<file path="src/rtl/quarter_sec_stopwatch.sv">
// -----------------------------------------------------------------------------
// quarter_sec_stopwatch
//
// Purpose:
//   Start/stop/clear stopwatch paced by a slow square wave (nominally 4 Hz)
//   that comes from the clock-divider stage in the same iCLK domain. Each
//   rising edge of that wave is one sub-second tick. Ticks carry into BCD
//   seconds (00-59) and then into a single minutes digit (0..MAX_MIN). The
//   outputs feed the display/LED stage.
//
// Parameters:
//   TICKS_PER_SEC  ticks per second, legal range 2..16
//   MAX_MIN        last minute value before the count wraps, legal range 1..9
//
// Ports:
//   iCLK         in   1  system clock
//   iRST         in   1  synchronous reset, active-high
//   iSIG_4Hz     in   1  slow square wave, synchronous to iCLK
//   iSTART_STOP  in   1  1-cycle pulse: IDLE->RUN, RUN->PAUSE, PAUSE->RUN
//   iCLEAR       in   1  1-cycle pulse: back to IDLE with all counters zeroed
//   oSUBSEC      out  4  tick count within the second, 0..TICKS_PER_SEC-1
//   oSEC_ONES    out  4  BCD seconds units, 0..9
//   oSEC_TENS    out  4  BCD seconds tens, 0..5
//   oMIN         out  4  minutes, 0..MAX_MIN
//   oRUNNING     out  1  high while the state register holds RUN
//   oTICK        out  1  1-cycle pulse for every counted tick
//   oWRAP        out  1  1-cycle pulse when MAX_MIN:59.last rolls to 0:00.0
//   oSTATE       out  2  current state encoding (0 IDLE, 1 RUN, 2 PAUSE),
//                        for observation only
//
// Control handshake: iSTART_STOP and iCLEAR are single-cycle strobes sampled
// on every rising iCLK edge; there is no back-pressure. Priority is
// iRST > iCLEAR > (tick, iSTART_STOP). A tick is counted only when the
// registered state is RUN on the edge where the tick is seen, so a
// START_STOP strobe on the same cycle as a tick still lets that tick count
// in RUN, and does not let it count in IDLE or PAUSE.
// -----------------------------------------------------------------------------
module quarter_sec_stopwatch #(
    parameter int TICKS_PER_SEC = 4,
    parameter int MAX_MIN       = 9
) (
    input  logic       iCLK,
    input  logic       iRST,
    input  logic       iSIG_4Hz,
    input  logic       iSTART_STOP,
    input  logic       iCLEAR,
    output logic [3:0] oSUBSEC,
    output logic [3:0] oSEC_ONES,
    output logic [3:0] oSEC_TENS,
    output logic [3:0] oMIN,
    output logic       oRUNNING,
    output logic       oTICK,
    output logic       oWRAP,
    output logic [1:0] oSTATE
);

    // Last legal value of each digit, sized to the digit registers.
    localparam logic [3:0] SUB_LAST  = 4'(TICKS_PER_SEC - 1);
    localparam logic [3:0] ONES_LAST = 4'd9;
    localparam logic [3:0] TENS_LAST = 4'd5;
    localparam logic [3:0] MIN_LAST  = 4'(MAX_MIN);

    typedef enum logic [1:0] {
        ST_IDLE  = 2'd0,
        ST_RUN   = 2'd1,
        ST_PAUSE = 2'd2
    } state_e;

    state_e     state_q,  state_d;
    logic       sig_q;
    logic [3:0] subsec_q, subsec_d;
    logic [3:0] ones_q,   ones_d;
    logic [3:0] tens_q,   tens_d;
    logic [3:0] min_q,    min_d;
    logic       tick_q,   tick_d;
    logic       wrap_q,   wrap_d;

    logic       tick;
    logic       count_en;
    logic       sub_last;
    logic       ones_last;
    logic       tens_last;
    logic       min_last;

    // Rising-edge detect. sig_q resets high so a wave that is already high
    // when reset releases is not mistaken for an edge.
    assign tick = iSIG_4Hz & ~sig_q;

    // A clear on the same cycle wins over counting.
    assign count_en = (state_q == ST_RUN) & tick & ~iCLEAR;

    assign sub_last  = (subsec_q == SUB_LAST);
    assign ones_last = (ones_q   == ONES_LAST);
    assign tens_last = (tens_q   == TENS_LAST);
    assign min_last  = (min_q    == MIN_LAST);

    // Next-state for the run/pause/idle control.
    always_comb begin
        state_d = state_q;
        if (iCLEAR) begin
            state_d = ST_IDLE;
        end else if (iSTART_STOP) begin
            case (state_q)
                ST_IDLE:  state_d = ST_RUN;
                ST_RUN:   state_d = ST_PAUSE;
                ST_PAUSE: state_d = ST_RUN;
                default:  state_d = ST_IDLE;
            endcase
        end
    end

    // Carry chain. Each digit only moves when every lower digit is at its
    // last value, so digits stay inside their ranges at every step.
    always_comb begin
        subsec_d = subsec_q;
        ones_d   = ones_q;
        tens_d   = tens_q;
        min_d    = min_q;
        if (iCLEAR) begin
            subsec_d = 4'd0;
            ones_d   = 4'd0;
            tens_d   = 4'd0;
            min_d    = 4'd0;
        end else if (count_en) begin
            if (!sub_last) begin
                subsec_d = subsec_q + 4'd1;
            end else begin
                subsec_d = 4'd0;
                if (!ones_last) begin
                    ones_d = ones_q + 4'd1;
                end else begin
                    ones_d = 4'd0;
                    if (!tens_last) begin
                        tens_d = tens_q + 4'd1;
                    end else begin
                        tens_d = 4'd0;
                        if (!min_last) begin
                            min_d = min_q + 4'd1;
                        end else begin
                            min_d = 4'd0;
                        end
                    end
                end
            end
        end
    end

    // Pulses are registered alongside the counters so they line up with
    // the new count value. Consecutive ticks are impossible because a
    // rising edge needs at least one low sample in between.
    assign tick_d = count_en;
    assign wrap_d = count_en & sub_last & ones_last & tens_last & min_last;

    always_ff @(posedge iCLK) begin
        if (iRST) begin
            state_q  <= ST_IDLE;
            sig_q    <= 1'b1;
            subsec_q <= 4'd0;
            ones_q   <= 4'd0;
            tens_q   <= 4'd0;
            min_q    <= 4'd0;
            tick_q   <= 1'b0;
            wrap_q   <= 1'b0;
        end else begin
            state_q  <= state_d;
            sig_q    <= iSIG_4Hz;
            subsec_q <= subsec_d;
            ones_q   <= ones_d;
            tens_q   <= tens_d;
            min_q    <= min_d;
            tick_q   <= tick_d;
            wrap_q   <= wrap_d;
        end
    end

    assign oSUBSEC   = subsec_q;
    assign oSEC_ONES = ones_q;
    assign oSEC_TENS = tens_q;
    assign oMIN      = min_q;
    assign oRUNNING  = (state_q == ST_RUN);
    assign oTICK     = tick_q;
    assign oWRAP     = wrap_q;
    assign oSTATE    = state_q;

endmodule

</file>
<file path="config.mk">
export PLATFORM = sky130hd
export DESIGN_NAME = quarter_sec_stopwatch
export DESIGN_NICKNAME = d
export VERILOG_FILES = /design/src/rtl/quarter_sec_stopwatch.sv
export SDC_FILE = /design/constraint.sdc
export NUM_CORES = 1
export LEC_CHECK = 0
export BUFFER_PORTS_ARGS = -buffer_cell sky130_fd_sc_hd__buf_2
export CORE_AREA = 2 2 48 50
export DETAILED_ROUTE_END_ITERATION = 6
export DIE_AREA = 0 0 50 52
export PLACE_DENSITY_LB_ADDON = 0.2
export SYNTH_ARGS = -nofsm -noshare
export SYNTH_HDL_FRONTEND = slang
export SYNTH_SLANG_ARGS = --single-unit
</file>
<file path="constraint.sdc">
create_clock -name iCLK -period 2.21 [get_ports iCLK]
set_input_delay 0.3315 -clock iCLK [delete_from_list [all_inputs] [get_ports iCLK]]
set_output_delay 0.3315 -clock iCLK [all_outputs]
set_load 0.03 [all_outputs]
</file>
After elaboration in Yosys (flattened, before gate mapping)
Cells that the tools add are included.

word-level totals
  register bits after elaboration = 21
  input bits = 5
  output and inout bits = 21
  word-level logic and storage cells = 38

operators by class
  add/sub/neg operators = 4
  equality and inequality tests = 6
  mux-type cells = 5
  bitwise gates (word level) = 9
  reductions and logical operators = 6

operators by type and width
  cell                                                                    count
  4-bit by 1-bit adder with 4-bit output (second input constant)          4
  4-bit 2-to-1 mux                                                        4
  4-bit equality test (second input constant)                             2
  1-bit bitwise AND                                                       7
  4-bit by 2-bit equality test with 1-bit output (second input constant)  1
  4-bit by 3-bit equality test with 1-bit output (second input constant)  1
  2-bit one-hot mux with 2 select lines                                   1
  4-bit AND reduction                                                     1
  2-bit OR reduction                                                      2
  3-bit AND reduction                                                     1
  2-bit by 1-bit equality test with 1-bit output (second input constant)  1
  2-bit equality test (second input constant)                             1
  2-bit logical NOT                                                       1
  1-bit NOT                                                               2
  2-bit AND reduction                                                     1

Logic depth before layout (Yosys ltp)
Gate-level depths: netlist (run 1).

  depth after elaboration = 8
  gate-level depth with buffers = 6
  depth with buffers taken out = 5

Worst setup path after synthesis (run 1)
No wires, ideal clock.

  kind = register -> register
  start = reg subsec_q[1], in the netlist oSUBSEC[1]
  end = reg ones_q[3], in the netlist oSEC_ONES[3]
  setup time = 0.063 ns
  arrival time = 1.856 ns
  required time = 2.147 ns
  slack = 0.291 ns
  cell stages (with the launch flop) = 6
  path buffers = 0
  clock period less this slack = 1.919 ns
  cell sequence = dfxtp_1 > ha_1 > and4bb_2 > nand4_1 > or4b_2 > nand3_1

on the way
  cells in the longest elaborated chain, start to end = 2

RTL lines
  what                                            RTL line  RTL
  from (decl)                                     71        logic [3:0] subsec_q, subsec_d;
  from (signal assigned)                          167       subsec_q <= subsec_d;
  4-bit by 2-bit equality test with 1-bit output  92        assign sub_last = (subsec_q == SUB_LAST);
  2-bit AND reduction (no line)                   -
  to (signal assigned)                            168       ones_q <= ones_d;
  to (decl)                                       72        logic [3:0] ones_q, ones_d;

No other way between the ends.
A chain may end at the register's enable or synchronous reset.

Worst setup path in the final report (run 1)
  start = reg subsec_q[1], in the netlist oSUBSEC[1]
  end = reg tens_q[3], in the netlist oSEC_TENS[3]

on the way
  cells in the longest elaborated chain, start to end = 2

RTL lines
  what                                            RTL line  RTL
  4-bit by 2-bit equality test with 1-bit output  92
  3-bit AND reduction (no line)                   -
  to (signal assigned)                            169       tens_q <= tens_d;
  to (decl)                                       73        logic [3:0] tens_q, tens_d;

No other way between the ends.

==> results.cfg, run 1 <==
[status]
status = completed

[global_routing]
grt_pass1_vias = 823
grt_pass1_wl_um = 3498
grt_max_degree = 16
overflow = 0
antenna_found_initial = 0
grt_usage_pct = 17.39

[sta]
fin_tns_setup_ns = 0
setup_violations = 0
maxSlewViolCount = 0
layout_min_cycle_time_ns = 1.910
slew_headroom_pct = 70.29
worst_slew_pin_slew_ns = 0.4396
final_hold_viol_count = 0
period_share_pct = 86.43
fmax_ghz = 0.5236
skew_ns = 0.003525
rsz0062_at_grt = false
whs_ns = 0.2534

[place]
io_buffer_count = 25
dp_hpwl_um = 1604
gp_congestion = 0.8931

[yosys]
synth_most_common_cell = dfxtp_1
synth-warning-count = 0
yosysUniqueCellTypes = 39
synth_nets = 121
yosysTopAreaCellShare_pct = 41.08
dominantRegCellSynth = dfxtp_1
syn_area_per_cell_um2 = 8.900
ys_ff_latch = 21
synth_seq_area_share_pct = 41.08
netlist_area_um2 = 1023
synth_common_cells = dfxtp_1 (21), a21oi_1 (9), nor2_1 (9)
synth_area_leader_cell = dfxtp_1
postSynthCellCount = 115
synthArstFlopShare_pct = 0
synthTopCellsByArea = dfxtp_1 (41%), a21oi_1 (4.4%), o21ai_0 (3.9%)
synth-edff-count = 0

[detailed_routing]
routedWlPerCell_um = 12.84
viasPerCell = 5.606
ant_nets = 0
drt_iter0_markers = 37
drtPass1Iterations = 4
num_vias = 953
drc = 0
wirelength_um = 2183

[critical_path]
rr_endpoint = oSEC_TENS[3]
required_ns = 2.44
cp_data_arrival_time_ns = 2.14
max_stage_delay_ns = 0.40
reg2reg_depth = 6
crit_fanout = 8
criticalPathCategory = flip-flop to flip-flop
cp-end-kind = flip-flop
path_depth = 6
crit_chain = ha_1, and4bb_2, nand3_1, buf_4, or3_1, a21oi_1
critPathTopFamily = simple AND/OR/NAND/NOR gates
cp-start-kind = flip-flop
worst-path-buf-inv = 1
crit_slowest_cell = dfxtp_1
r2r_start = oSUBSEC[1]
r2r_setup_slack_ns = 0.30

[power]
p_leak_uw = 0.0004595
swShare_pct = 22.55
switching_power_uw = 134.3
peakVddDrop_v = 0.0002536
p_clk_share_pct = 30.7
p_comb_share_pct = 4.9
intPower_uw = 461.5
power_frac_seq_pct = 64.4
p_per_area_nw_per_um2 = 500.2

[clock_network]
ctsHoldBuffers = 0
cts_tree = built
root_buffer = clkbuf_4
h-tree-depth = 1
cts_setup_buffers = 0
clkTransAtPathRegs_ns = 0.12
ctsResizeCount = 0
cts_sinks = 21
insertion_delay_ns = 0.29
cts_buffers = 3
cts_buffer_depth = 2

[cells_and_area]
register_area_um2 = 420.4
num-fill-cells = 204
n_antenna_cell = 0
area_delta_synth_final_pct = 16.38
drive_above_1_share_pct = 26.76
fin_nets = 149
multiInputGateArea_um2 = 561.8

[die]
initial_core_util_pct = 48.60
die_w_um = 50
dieHeight_um = 52
die_area_um2 = 2600
coreArea_um2 = 2106
rows = 17
ios = 26

[min_path]
hold_depth = 2
hold_path.class = input pin to flip-flop
min_delay_worst_endpoint = sig_q
min_from = iSIG_4Hz

[run]
maxCapViolations = 0
[per-stage QoR]
stage	worst slack [ns]	std cells	total power [µW]	cell area (µm²)	util, %
floorplan	0.2908	115	411.4	1023	-
global placement	0.3902	166	421.3	1165	55.32
global route	0.1796	170	618.6	1191	56.57
detailed placement	0.3056	166	421.6	1165	55.32
CTS	0.3001	170	603.2	1191	56.57
finish	0.3000	170	595.8	1191	56.57
[registers in the layout (all words and copies together) (netlist names)]
register / cells
oMIN: 4
oSEC_ONES: 4
oSEC_TENS: 4
oSUBSEC: 4
oSTATE: 2
oTICK: 1
oWRAP: 1
sig_q: 1
[cell usage in the layout, fill, tap and decap left out, types with 4 or more instances in the layout]
master,n
o21ai_0,8
or2_2,4
dfxtp_1,21
inv_1,4
a21oi_1,9
buf_2,25
nand2_1,6
nor2_1,9
nand3_1,5
or3_1,4
[area by class of cell]
type	instances	area share, %
flip-flops and latches	21	35.29
inverters	4	1.261
repair buffers	26	11.13
clock buffers	4	2.206
well taps	28	2.941
multi-input cells	87	47.16
[worst max path at each step]
stage	to	slack (ns)	start
2_1_floorplan	oSEC_ONES[3]	0.29	oSUBSEC[1]
3_3_place_gp	oSEC_TENS[0]	0.39	iCLEAR
3_5_place_dp	oSEC_TENS[0]	0.31	iCLEAR
4_1_cts	oSEC_TENS[0]	0.30	oSUBSEC[0]
5_1_grt	oSEC_TENS[0]	0.18	oSUBSEC[0]
6_report	oSEC_TENS[3]	0.30	oSUBSEC[1]
[logic make-up after synthesis]
logic type / count (synthesis) / share of synthesized area [%]
buffers and inverters: 7 / 4.033
and+or+nand+nor: 56 / 34.60
xor gates and xnor gates: 4 / 3.424
adders and majority gates: 1 / 1.222
muxes: 1 / 0.9780
AOI/OAI and AO/OA: 25 / 14.67
DFF: 21 / 41.08
[per-layer routing]
| metal | part of all wire, % | track usage [%] | wire [µm] | up-vias |
|---|---|---|---|---|
| li1 | - | - | - | 476 |
| met1 | 48 | 22.86 | 1038 | 451 |
| met2 | 48 | 28.51 | 1046 | 24 |
| met3 | 3.8 | 2.586 | 83 | 2 |
| met4 | 0.64 | 6.944 | 14 | 0 |
| met5 | 0 | 0 | 0 | - |
[power by group through the flow]
stage	logic, µW	clock network, µW	registers [µW]
2_1_floorplan	17.2	0	394
5_1_grt	32.3	202	384
4_1_cts	29.6	190	384
3_5_place_dp	29.3	0	392
6_report	29.5	183	384
3_3_place_gp	29.2	0	392
No activity file was read; power rests on OpenSTA's default activity.
==> run 2: changes to the inputs <==
--- a/config.mk
+++ b/config.mk
@@ -6,9 +6,9 @@
 export NUM_CORES = 1
 export LEC_CHECK = 0
 export BUFFER_PORTS_ARGS = -buffer_cell sky130_fd_sc_hd__buf_2
-export CORE_AREA = 2 2 48 50
+export CORE_AREA = 2 2 47 49
 export DETAILED_ROUTE_END_ITERATION = 6
-export DIE_AREA = 0 0 50 52
+export DIE_AREA = 0 0 49 51
 export PLACE_DENSITY_LB_ADDON = 0.2
 export SYNTH_ARGS = -nofsm -noshare
 export SYNTH_HDL_FRONTEND = slang
==> constraint.sdc (replaced) <==
create_clock -name iCLK -period 2.2 [get_ports iCLK]
set_input_delay 0.33 -clock iCLK [delete_from_list [all_inputs] [get_ports iCLK]]
set_output_delay 0.33 -clock iCLK [all_outputs]
set_load 0.03 [all_outputs]
==> run 2 against run 1 <==
Net effect:
- count of clock-buffer cells in the layout decreased by 1
- sequential share of layout area about the same
- register-to-register slack got worse by 0.03 ns
- via count decreased by 1.0%
- utilization increased by 1.2 points
- non-clock buffer count unchanged
- design area increased by 0.10%
- sequential power about the same
- clock power increased by 2%
- routed wire length decreased by 2.7%
- highest routed layer unchanged
==> results.cfg, run 2 (same netlist as run 1, synthesis figures left out) <==
[die]
dieHeight_um = 51
rows = 17
die_area_um2 = 2499
ios = 26
die_w_um = 49
initial_core_util_pct = 49.61
coreArea_um2 = 2063

[clock_network]
h-tree-depth = 1
insertion_delay_ns = 0.31
cts_tree = built
ctsHoldBuffers = 0
clkTransAtPathRegs_ns = 0.12
cts_sinks = 21
cts_buffers = 3
cts_setup_buffers = 0
cts_buffer_depth = 2
ctsResizeCount = 0
root_buffer = clkbuf_4

[global_routing]
antenna_found_initial = 0
grt_usage_pct = 18.83
grt_pass1_vias = 812
globalRouteMet2Util_pct = 30.14
use_met1_pct = 23.30
grtUsageMet3_pct = 3.509
overflow = 0
grt_max_degree = 16
busiest_layer = met2
grt_pass1_wl_um = 3594

[critical_path]
reg2reg_depth = 6
cp-end-kind = flip-flop
crit_fanout = 8
cp-start-kind = flip-flop
criticalPathCategory = flip-flop to flip-flop
cp_data_arrival_time_ns = 2.12
rr_endpoint = oSEC_TENS[0]
required_ns = 2.39
r2r_setup_slack_ns = 0.27
r2r_start = oSUBSEC[0]

[sta]
layout_min_cycle_time_ns = 1.930
fmax_ghz = 0.5182
period_share_pct = 87.71
rsz0062_at_grt = false
slew_headroom_pct = 69.80
skew_ns = 0.004554
fin_tns_setup_ns = 0
final_hold_viol_count = 0
maxSlewViolCount = 0
setup_slack_ns = 0.2704
worst_slew_pin_slew_ns = 0.4470
setup_violations = 0

[cells_and_area]
drive_above_1_share_pct = 27.46
fin_nets = 149
area_delta_synth_final_pct = 16.50
n_antenna_cell = 0
num-fill-cells = 196
final_common_cell = buf_2
layout_common_cells = buf_2 (25), dfxtp_1 (21), nor2_1 (9), a21oi_1 (9), o21ai_0 (8)
postLayoutCoreUtil_pct = 57.79

[detailed_routing]
viasPerCell = 5.547
num_vias = 943
drt_iter0_markers = 20
wirelength_um = 2123
ant_nets = 0
drtPass1Iterations = 4
routedWlPerCell_um = 12.49
drc = 0

[status]
status = completed

[min_path]
min_from = iSIG_4Hz
hold_depth = 2
hold_path.class = input pin to flip-flop
min_delay_worst_endpoint = sig_q

[power]
peakVddDrop_v = 0.0003377
p_per_area_nw_per_um2 = 504.2
p_leak_uw = 0.0004622

[run]
maxCapViolations = 0

[place]
io_buffer_count = 25
dp_hpwl_um = 1570
dpl_worst_slack_ns = 0.2815
gp_congestion = 0.7560
-- run 2: area by class of cell --
| class | count | area (µm²) | share of cell area (%) |
|---|---|---|---|
| repair buffers | 26 | 132.6 | 11.12 |
| multi-input cells | 87 | 561.8 | 47.11 |
| clock buffers | 3 | 22.52 | 1.889 |
| well taps | 28 | 35.03 | 2.938 |
| inverters | 4 | 15.01 | 1.259 |
| clock inverters | 1 | 5.005 | 0.4197 |
| flip-flops and latches | 21 | 420.4 | 35.26 |
-- run 2: worst max path at each step --
stage,startpoint,to,slack (ns),depth (start not counted)
3_5_place_dp,oSUBSEC[0],oSEC_TENS[0],0.28,6
4_1_cts,oSUBSEC[0],oSEC_TENS[0],0.27,6
6_report,oSUBSEC[0],oSEC_TENS[0],0.27,6
5_1_grt,oSUBSEC[0],oSEC_TENS[0],0.12,6
2_1_floorplan,oSUBSEC[1],oSEC_ONES[3],0.28,5
3_3_place_gp,oSUBSEC[0],oSEC_TENS[0],0.36,6
-- run 2: report_power, final --
| part | internal [µW] | total [µW] | switching [µW] |
|---|---|---|---|
| combinational | 10.6 | 29.0 | 18.4 |
| sequential | 382 | 385 | 2.86 |
| clock | 67.9 | 187 | 119 |
-- run 2: critical path, cell delays in order (launching register included) --
cell and delay, ns:
dfxtp_1 0.41, ha_1 0.23, and4bb_2 0.28, nand3_1 0.20, buf_4 0.24, o311ai_0 0.32
o41ai_1 0.12
-- run 2: per-stage QoR --
step,instance area [µm²],total power (µW),hold slack [ns],std cells
2_1_floorplan,1023,413.3,0.4024,115
3_3_place_gp,1165,423.0,0.4757,166
3_5_place_dp,1165,423.1,0.4909,166
4_1_cts,1192,609.9,0.2178,170
5_1_grt,1192,623.7,0.2271,170
6_report,1192,601.2,0.2257,170
-- run 2: routing by layer --
layer	vias to the layer above	share of wire [%]
met5	-	0
met4	0	3.0
met3	6	4.6
met2	22	46
met1	438	46
li1	477	-
